===== config.mk =====
export PLATFORM = sky130hd
export DESIGN_NAME = bullet_spawner
export DESIGN_NICKNAME = d
export VERILOG_FILES = /design/src/rtl/bullet_spawner.sv
export SDC_FILE = /design/constraint.sdc
export NUM_CORES = 1
export LEC_CHECK = 0
export BUFFER_PORTS_ARGS = -buffer_cell sky130_fd_sc_hd__buf_2
export CORE_AREA = 2 2 106 57
export CTS_BUF_LIST = sky130_fd_sc_hd__clkbuf_4 sky130_fd_sc_hd__clkbuf_8
export CTS_CLUSTER_DIAMETER = 40
export DETAILED_ROUTE_END_ITERATION = 8
export DIE_AREA = 0 0 108 59
export GPL_ROUTABILITY_DRIVEN = 0
export PLACE_DENSITY = 0.76
export SETUP_SLACK_MARGIN = 0.1
export SLEW_MARGIN = 20
export SYNTH_ARGS = -nofsm -noshare
export SYNTH_HDL_FRONTEND = slang
export SYNTH_SLANG_ARGS = --single-unit

===== constraint.sdc =====
create_clock -name clk -period 3.2 [get_ports clk]
set_input_delay 0.32 -clock clk [delete_from_list [all_inputs] [get_ports clk]]
set_output_delay 0.32 -clock clk [all_outputs]
set_load 0.01 [all_outputs]

===== src/rtl/bullet_spawner.sv =====
// Purpose : writer side of the bullet RAM; finds free 4-byte slots and fills them
//           with single / 4-way / 8-way bursts from one origin point.
// Latency : 3 cycles per occupied slot scanned, 8 cycles per bullet written, plus IDLE/DONE.
// Backpressure: level begin_spawn/done handshake; done holds until begin_spawn drops.
// Ports   : clk/reset (sync, active-high); begin_spawn, origin_x/y, pattern, move_code
//           request; DataOut/address/WriteData/RamWrite RAM port; done, spawned, full,
//           bad_req result status (valid from DONE until the next accepted request).
module bullet_spawner #(
    parameter int NUM_SLOTS = 56,
    parameter int X_MAX     = 159,
    parameter int Y_MAX     = 119
) (
    input  logic       clk,
    input  logic       reset,
    input  logic       begin_spawn,
    input  logic [7:0] origin_x,
    input  logic [6:0] origin_y,
    input  logic [1:0] pattern,
    input  logic [3:0] move_code,
    input  logic [7:0] DataOut,
    output logic [7:0] address,
    output logic [7:0] WriteData,
    output logic       RamWrite,
    output logic       done,
    output logic [3:0] spawned,
    output logic       full,
    output logic       bad_req
);

    localparam int SW = $clog2(NUM_SLOTS + 1);
    localparam logic [SW-1:0] SLOTS_N   = SW'(NUM_SLOTS);
    localparam logic [SW-1:0] LAST_SLOT = SW'(NUM_SLOTS - 1);
    localparam logic [7:0]    X_LIM     = 8'(X_MAX);
    localparam logic [6:0]    Y_LIM     = 7'(Y_MAX);

    typedef enum logic [3:0] {
        IDLE, RD, WT, CK, WM, WX, WY, WS, NX, DONE
    } state_t;

    state_t        state_q, state_d;
    logic [SW-1:0] slot_q, slot_d;
    logic [SW-1:0] scan_q, scan_d;
    logic [2:0]    idx_q, idx_d;
    logic [3:0]    spawned_q, spawned_d;
    logic          full_q, full_d;
    logic          bad_q, bad_d;
    logic [7:0]    ox_q, ox_d;
    logic [6:0]    oy_q, oy_d;
    logic [1:0]    pat_q, pat_d;
    logic [3:0]    mv_q, mv_d;

    logic [SW-1:0] slot_next;
    logic [7:0]    slot_base;
    logic [3:0]    burst_len;
    logic [3:0]    cur_code;

    // Burst direction table: axis directions first, then diagonals.
    function automatic logic [3:0] burst_code(input logic [2:0] i);
        case (i)
            3'd0:    burst_code = 4'b1000;
            3'd1:    burst_code = 4'b0100;
            3'd2:    burst_code = 4'b0010;
            3'd3:    burst_code = 4'b0001;
            3'd4:    burst_code = 4'b1010;
            3'd5:    burst_code = 4'b1001;
            3'd6:    burst_code = 4'b0110;
            default: burst_code = 4'b0101;
        endcase
    endfunction

    always_comb begin
        slot_next = (slot_q == LAST_SLOT) ? '0 : slot_q + 1'b1;
        slot_base = 8'({slot_q, 2'b00});
        case (pat_q)
            2'd1:    burst_len = 4'd4;
            2'd2:    burst_len = 4'd8;
            default: burst_len = 4'd1;   // single and reserved
        endcase
        cur_code = (pat_q == 2'd1 || pat_q == 2'd2) ? burst_code(idx_q) : mv_q;
    end

    always_comb begin
        state_d   = state_q;
        slot_d    = slot_q;
        scan_d    = scan_q;
        idx_d     = idx_q;
        spawned_d = spawned_q;
        full_d    = full_q;
        bad_d     = bad_q;
        ox_d      = ox_q;
        oy_d      = oy_q;
        pat_d     = pat_q;
        mv_d      = mv_q;
        address   = 8'h00;
        WriteData = 8'h00;
        RamWrite  = 1'b0;
        done      = 1'b0;

        case (state_q)
            IDLE: begin
                if (begin_spawn) begin
                    ox_d      = origin_x;
                    oy_d      = origin_y;
                    pat_d     = pattern;
                    mv_d      = move_code;
                    spawned_d = '0;
                    full_d    = 1'b0;
                    bad_d     = 1'b0;
                    scan_d    = '0;
                    idx_d     = '0;
                    if (origin_x > X_LIM || origin_y > Y_LIM) begin
                        bad_d   = 1'b1;
                        state_d = DONE;
                    end else begin
                        state_d = RD;
                    end
                end
            end
            // Address held through WT/CK so the synchronous RAM sees a stable read.
            RD: begin
                address = slot_base;
                state_d = WT;
            end
            WT: begin
                address = slot_base;
                state_d = CK;
            end
            CK: begin
                address = slot_base;
                scan_d  = scan_q + 1'b1;
                if (DataOut[0]) begin
                    if (scan_d == SLOTS_N) begin
                        full_d  = 1'b1;
                        state_d = DONE;
                    end else begin
                        slot_d  = slot_next;
                        state_d = RD;
                    end
                end else begin
                    state_d = WM;
                end
            end
            WM: begin
                address   = slot_base + 8'd1;
                WriteData = {4'b0000, cur_code};
                RamWrite  = 1'b1;
                state_d   = WX;
            end
            WX: begin
                address   = slot_base + 8'd2;
                WriteData = ox_q;
                RamWrite  = 1'b1;
                state_d   = WY;
            end
            WY: begin
                address   = slot_base + 8'd3;
                WriteData = {1'b0, oy_q};
                RamWrite  = 1'b1;
                state_d   = WS;
            end
            // Status goes last so an abandoned slot never looks active.
            WS: begin
                address   = slot_base;
                WriteData = 8'h01;
                RamWrite  = 1'b1;
                state_d   = NX;
            end
            NX: begin
                spawned_d = spawned_q + 1'b1;
                idx_d     = idx_q + 1'b1;
                slot_d    = slot_next;
                if (spawned_d == burst_len) begin
                    state_d = DONE;
                end else if (scan_q == SLOTS_N) begin
                    full_d  = 1'b1;
                    state_d = DONE;
                end else begin
                    state_d = RD;
                end
            end
            DONE: begin
                done = 1'b1;
                if (!begin_spawn) state_d = IDLE;
            end
            default: state_d = IDLE;
        endcase
    end

    always_ff @(posedge clk) begin
        if (reset) begin
            state_q   <= IDLE;
            slot_q    <= '0;
            scan_q    <= '0;
            idx_q     <= '0;
            spawned_q <= '0;
            full_q    <= 1'b0;
            bad_q     <= 1'b0;
            ox_q      <= '0;
            oy_q      <= '0;
            pat_q     <= '0;
            mv_q      <= '0;
        end else begin
            state_q   <= state_d;
            slot_q    <= slot_d;
            scan_q    <= scan_d;
            idx_q     <= idx_d;
            spawned_q <= spawned_d;
            full_q    <= full_d;
            bad_q     <= bad_d;
            ox_q      <= ox_d;
            oy_q      <= oy_d;
            pat_q     <= pat_d;
            mv_q      <= mv_d;
        end
    end

    assign spawned = spawned_q;
    assign full    = full_q;
    assign bad_req = bad_q;

endmodule


== After elaboration in Yosys (flattened, before gate mapping) ==
Cells that the tools add are included.
W data, S select, Z words.
Cells by class
  add/subtract/negate cells: 7
  $lt $le $gt $ge: 2
  equal/unequal tests: 28
  mux-type cells: 32
  reduce and logical (&&, ||, !) cells: 16
Operators by type and width (number)
  $pmux W8 S4: 2
  $pmux W4 S10: 1
  $mux W4: 9
  $pmux W4 S7: 1
  $mux W6: 4
  $pmux W6 S2: 2
  $eq A6 B6 Y1 const B: 3
  $add A8 B2 Y8 const B: 2
  $eq A4 B3 Y1 const B: 4
  $pmux W4 S2: 2
  $ne A2 B2 Y1 const B: 7
  $add A6 B1 Y6 const B: 2
  $eq A3 B3 Y1 const B: 3
  $add A8 B1 Y8 const B: 1
  $eq A4 B2 Y1 const B: 2
  $eq A4 B4 Y1 const B: 2
  $gt A8 B8 Y1 const B: 1
  $mux W1: 8
  $reduce_and A2 Y1: 4
  $reduce_or A4 Y1: 2
  $gt A7 B7 Y1 const B: 1
  $eq A3 B2 Y1 const B: 2
  $pmux W3 S2: 1
  $reduce_and A6 Y1: 1
  15 further kinds: 18
Storage, ports and cells
  flip-flop bits (word level): 46
  bits of input ports: 32
  output and inout bits: 24
  word-level logic and storage cells: 96

== Depth between registers and ports, before layout ==
  depth in word-level cells: 5
  depth in mapped cells: 8
  gate-level depth less buffers: 7

== Worst setup path before layout ==
OpenSTA, ideal clock, no wires.
  kind: register to output
  start point: register idx_q[0]
  end point: output WriteData[2]
  arrival time: 1671 ps
  data required time: 2880 ps
  setup slack: 1209 ps
  stages on the path, launching flop included: 8
  path buffers: 0
  path through: dfxtp_1 inv_1 ha_1 nor3_1 nor3_1 a211o_1 a221o_1 a21oi_1
Between the ends
  cells in the longest elaborated chain, start to end: 4
  elaborated cells between the ends (all ways): 10
  those cells by class: eq/ne (6); mux (3); reduce/logical (1)
RTL lines
  start: declaration: line 43  | logic [2:0] idx_q, idx_d;
  start signal: assignment: line 206  | idx_q <= idx_d;
  $eq A3 B3 Y1, or another cell as far along: line 59  | case (i)
  $pmux W4 S7 *: line 59
  $mux W4 *: line 79  | cur_code = (pat_q == 2'd1 || pat_q == 2'd2) ? burst_code(idx_q) : mv_q;
  $pmux W8 S4 *: line 99  | case (state_q)
  end: declaration: line 22  | output logic [7:0] WriteData,
Mark *: on every way between the ends. The rest lies on a longest branch, timed or not.

== Worst setup path in the final report ==
Same ends and word-level chain as after synthesis.

==> flow_metrics.tcl <==
set metrics [dict create \
    status "finished, final reports clean" \
    slew_violations 0 \
    cp-start-kind "flop" \
    power.density_nw_per_um2 496 \
    finClkSkew_ns 0.00398 \
    cpPeakStageDelay_ns 0.45 \
    die_area_um2 6370 \
    power.share.clock_pct 25.8 \
    tns_ns 0 \
    hpwl_mm 4.19 \
    fp.dieW_um 108 \
    endpoint_kind "primary output" \
    rows 19 \
    p_int_uw 960 \
    cts_resized 0 \
    required_ns 2.88 \
    pwr-share-seq_pct 47.7 \
    placed_area_um2 2860 \
    drive_gt1_share_pct 18.4 \
    syn_avg_cell_area_um2 7.59 \
    htreeDepth 2 \
    cap_violations 0 \
    synthArstFlopShare_pct 0 \
    min_period_over_period_pct 80.5 \
    grt_max_degree 49 \
    ir_drop_v 0.000281 \
    path_common_cell "nor3_1" \
    post-synth-top-area-cell "dfxtp_1" \
    synth_fp_nets 388 \
    switchingPower_uw 504 \
    clock_path_buffers 2 \
    setup_viol 0 \
    p_leak_uw 0.00117 \
    clock_sinks 46 \
    tightestPinTransition_ns 0.879 \
    crit_start "idx_q[0]" \
    synth_commonest_cells "nand2_1, a21oi_1, dfxtp_1" \
    via_count 2517 \
    first_global_vias 2147 \
    min-delay-start "origin_x[1]" \
    drt_wl_total_mm 5.98 \
    syn_area_um2 2630 \
    final_cell_area_um2 2950 \
    crit_slowest_cell "dfxtp_1" \
    yosysWarnings 0 \
    initialDrtViolationCount 160 \
    n_fill_cell 509 \
    clk_latency_ns 0.30 \
    grt_pass1_wl_mm 9.78 \
    syn-instance-count 346 \
    yosysMostFrequentCell "nand2_1" \
    vias_per_cell 5.56 \
    ios 56 \
    worstHoldPathType "in -> reg" \
    area_growth_pct 12.3 \
    cts.hold.buffers_added 0 \
    worstReg2RegStart "state_q[1]" \
    post-cts-setup-buffers 0 \
    worstPathCellList "inv_1 > ha_1 > nor3_1 > nor3_1 > a211o_1 > a221o_1 > a21oi_1 > buf_2" \
    synth_area_leaders "dfxtp_1, a21oi_1, nand2_1" \
    antenna_left 0 \
    criticalPathCategory "reg -> out" \
    synth_cell_types 59 \
    cp_max_fo 6 \
    clk_root_buffer_cell "clkbuf_8" \
    seqCellArea_um2 921 \
    switching_share_pct 34.4 \
    post-route-min-period_ns 2.58 \
    nets 421 \
    grt_setup_unrepaired "false" \
    utilization_pct 55.2 \
    max_freq_ghz 0.388 \
    drc 0 \
    synth_edf_count 0 \
    track_usage_pct 19.1 \
    multi_input_area_um2 1550 \
    fin_hold_ws_ns 0.245 \
    die_y_um 59 \
    diodes 0 \
    worst_ep_arrival_time_ns 2.26 \
    portBuffers 48 \
    cts_made_buffers 5 \
    wl_per_cell_um 13.2 \
    seq_area_frac_synth_pct 35.0 \
    finalHoldViolCount 0 \
    cts_tree "yes" \
    comb_power_share_pct 26.5 \
    yosysTopAreaCellShare_pct 35.0 \
    grt_overflow 0 \
    dr.pass1.iters 4 \
    initial_core_util_pct 49.1 \
    antenna_found_initial 0 \
    core_um2 5350 \
    synth_ff_type "dfxtp_1" \
    ys_seq_elements 46 \
    slew_headroom_pct 41.4 \
    path_clk_slew_ns 0.08 \
]
[critical path, delay by kind of cell, from the launching register on]
family / cells / cell delay [ns]
AOI/OAI and AO/OA: 3 / 0.73
adders and majority gates: 1 / 0.26
buffers and inverters: 2 / 0.26
DFF: 1 / 0.45
and+or+nand+nor: 2 / 0.25
[layout by cell type, fill, tap and decap left out, drive strengths merged, types with 8 or more instances in the layout]
cell / count
a21oi: 49
and2: 8
buf: 50
dfxtp: 46
ha: 10
inv: 10
nand2: 57
nand3: 11
nor2: 34
nor3: 13
o21ai: 15
[worst paths after layout]
path / slack, ns / endpoint / depth (start not counted)
setup / recovery: 0.62 / WriteData[2] / 8
hold / removal: 0.25 / ox_q[1] / 3
setup reg to reg: 0.96 / slot_q[0] / 5
hold reg to reg: 0.46 / oy_q[4] / 2
[layout make-up]
cell class	count	share of cell area, %
clock buffer	7	3.05
clock inverter	1	0.170
inverter	10	1.27
multi-input combinational	266	52.6
sequential	46	31.2
tap	73	3.09
timing repair buffer	50	8.65
[registers in the layout, indices dropped and copies added, names as in the netlist]
register	flops
idx_q	3
pat_q	2
spawned	4
ox_q	8
oy_q	7
slot_q	6
full	1
state_q	4
scan_q	6
mv_q	4
bad_req	1
[logic make-up after synthesis]
group,count (synthesis),synth area share (%)
adder cells (fa/ha/maj),10,4.76
buffers and inverters,34,5.90
AND/OR/NAND/NOR,154,29.1
multiplexers,2,1.00
AO/OA/AOI/OAI,95,22.5
flip-flops,46,35.0
XOR/XNOR,5,1.67
[metrics by stage]
stage | worst slack (ns) | total power (uW) | std cells
finish | 0.624 | 1460 | 453
CTS | 0.641 | 1480 | 453
global placement | 1.06 | 1080 | 445
floorplan | 1.21 | 1010 | 346
detailed placement | 0.990 | 1100 | 445
global route | 0.479 | 1550 | 453
[metal layers]
layer  global-route usage, %  share of wire (%)  up-vias
met1                    26.0                 49     1161
met2                    32.1                 46       68
met5                       0                  0        -
li1                        -                  -     1280
met4                    4.40               0.89        0
met3                    3.63                4.8        8
[power by group through the flow]
| stage | Combinational, uW | Sequential (uW) | Clock (uW) |
|---|---|---|---|
| after floorplan | 342 | 667 | 0 |
| final | 388 | 698 | 378 |
| after detailed placement | 387 | 709 | 0 |
| after CTS | 390 | 696 | 389 |
| after global routing | 438 | 708 | 406 |
| after global placement | 377 | 706 | 0 |
(Power assumes the default switching activity.)
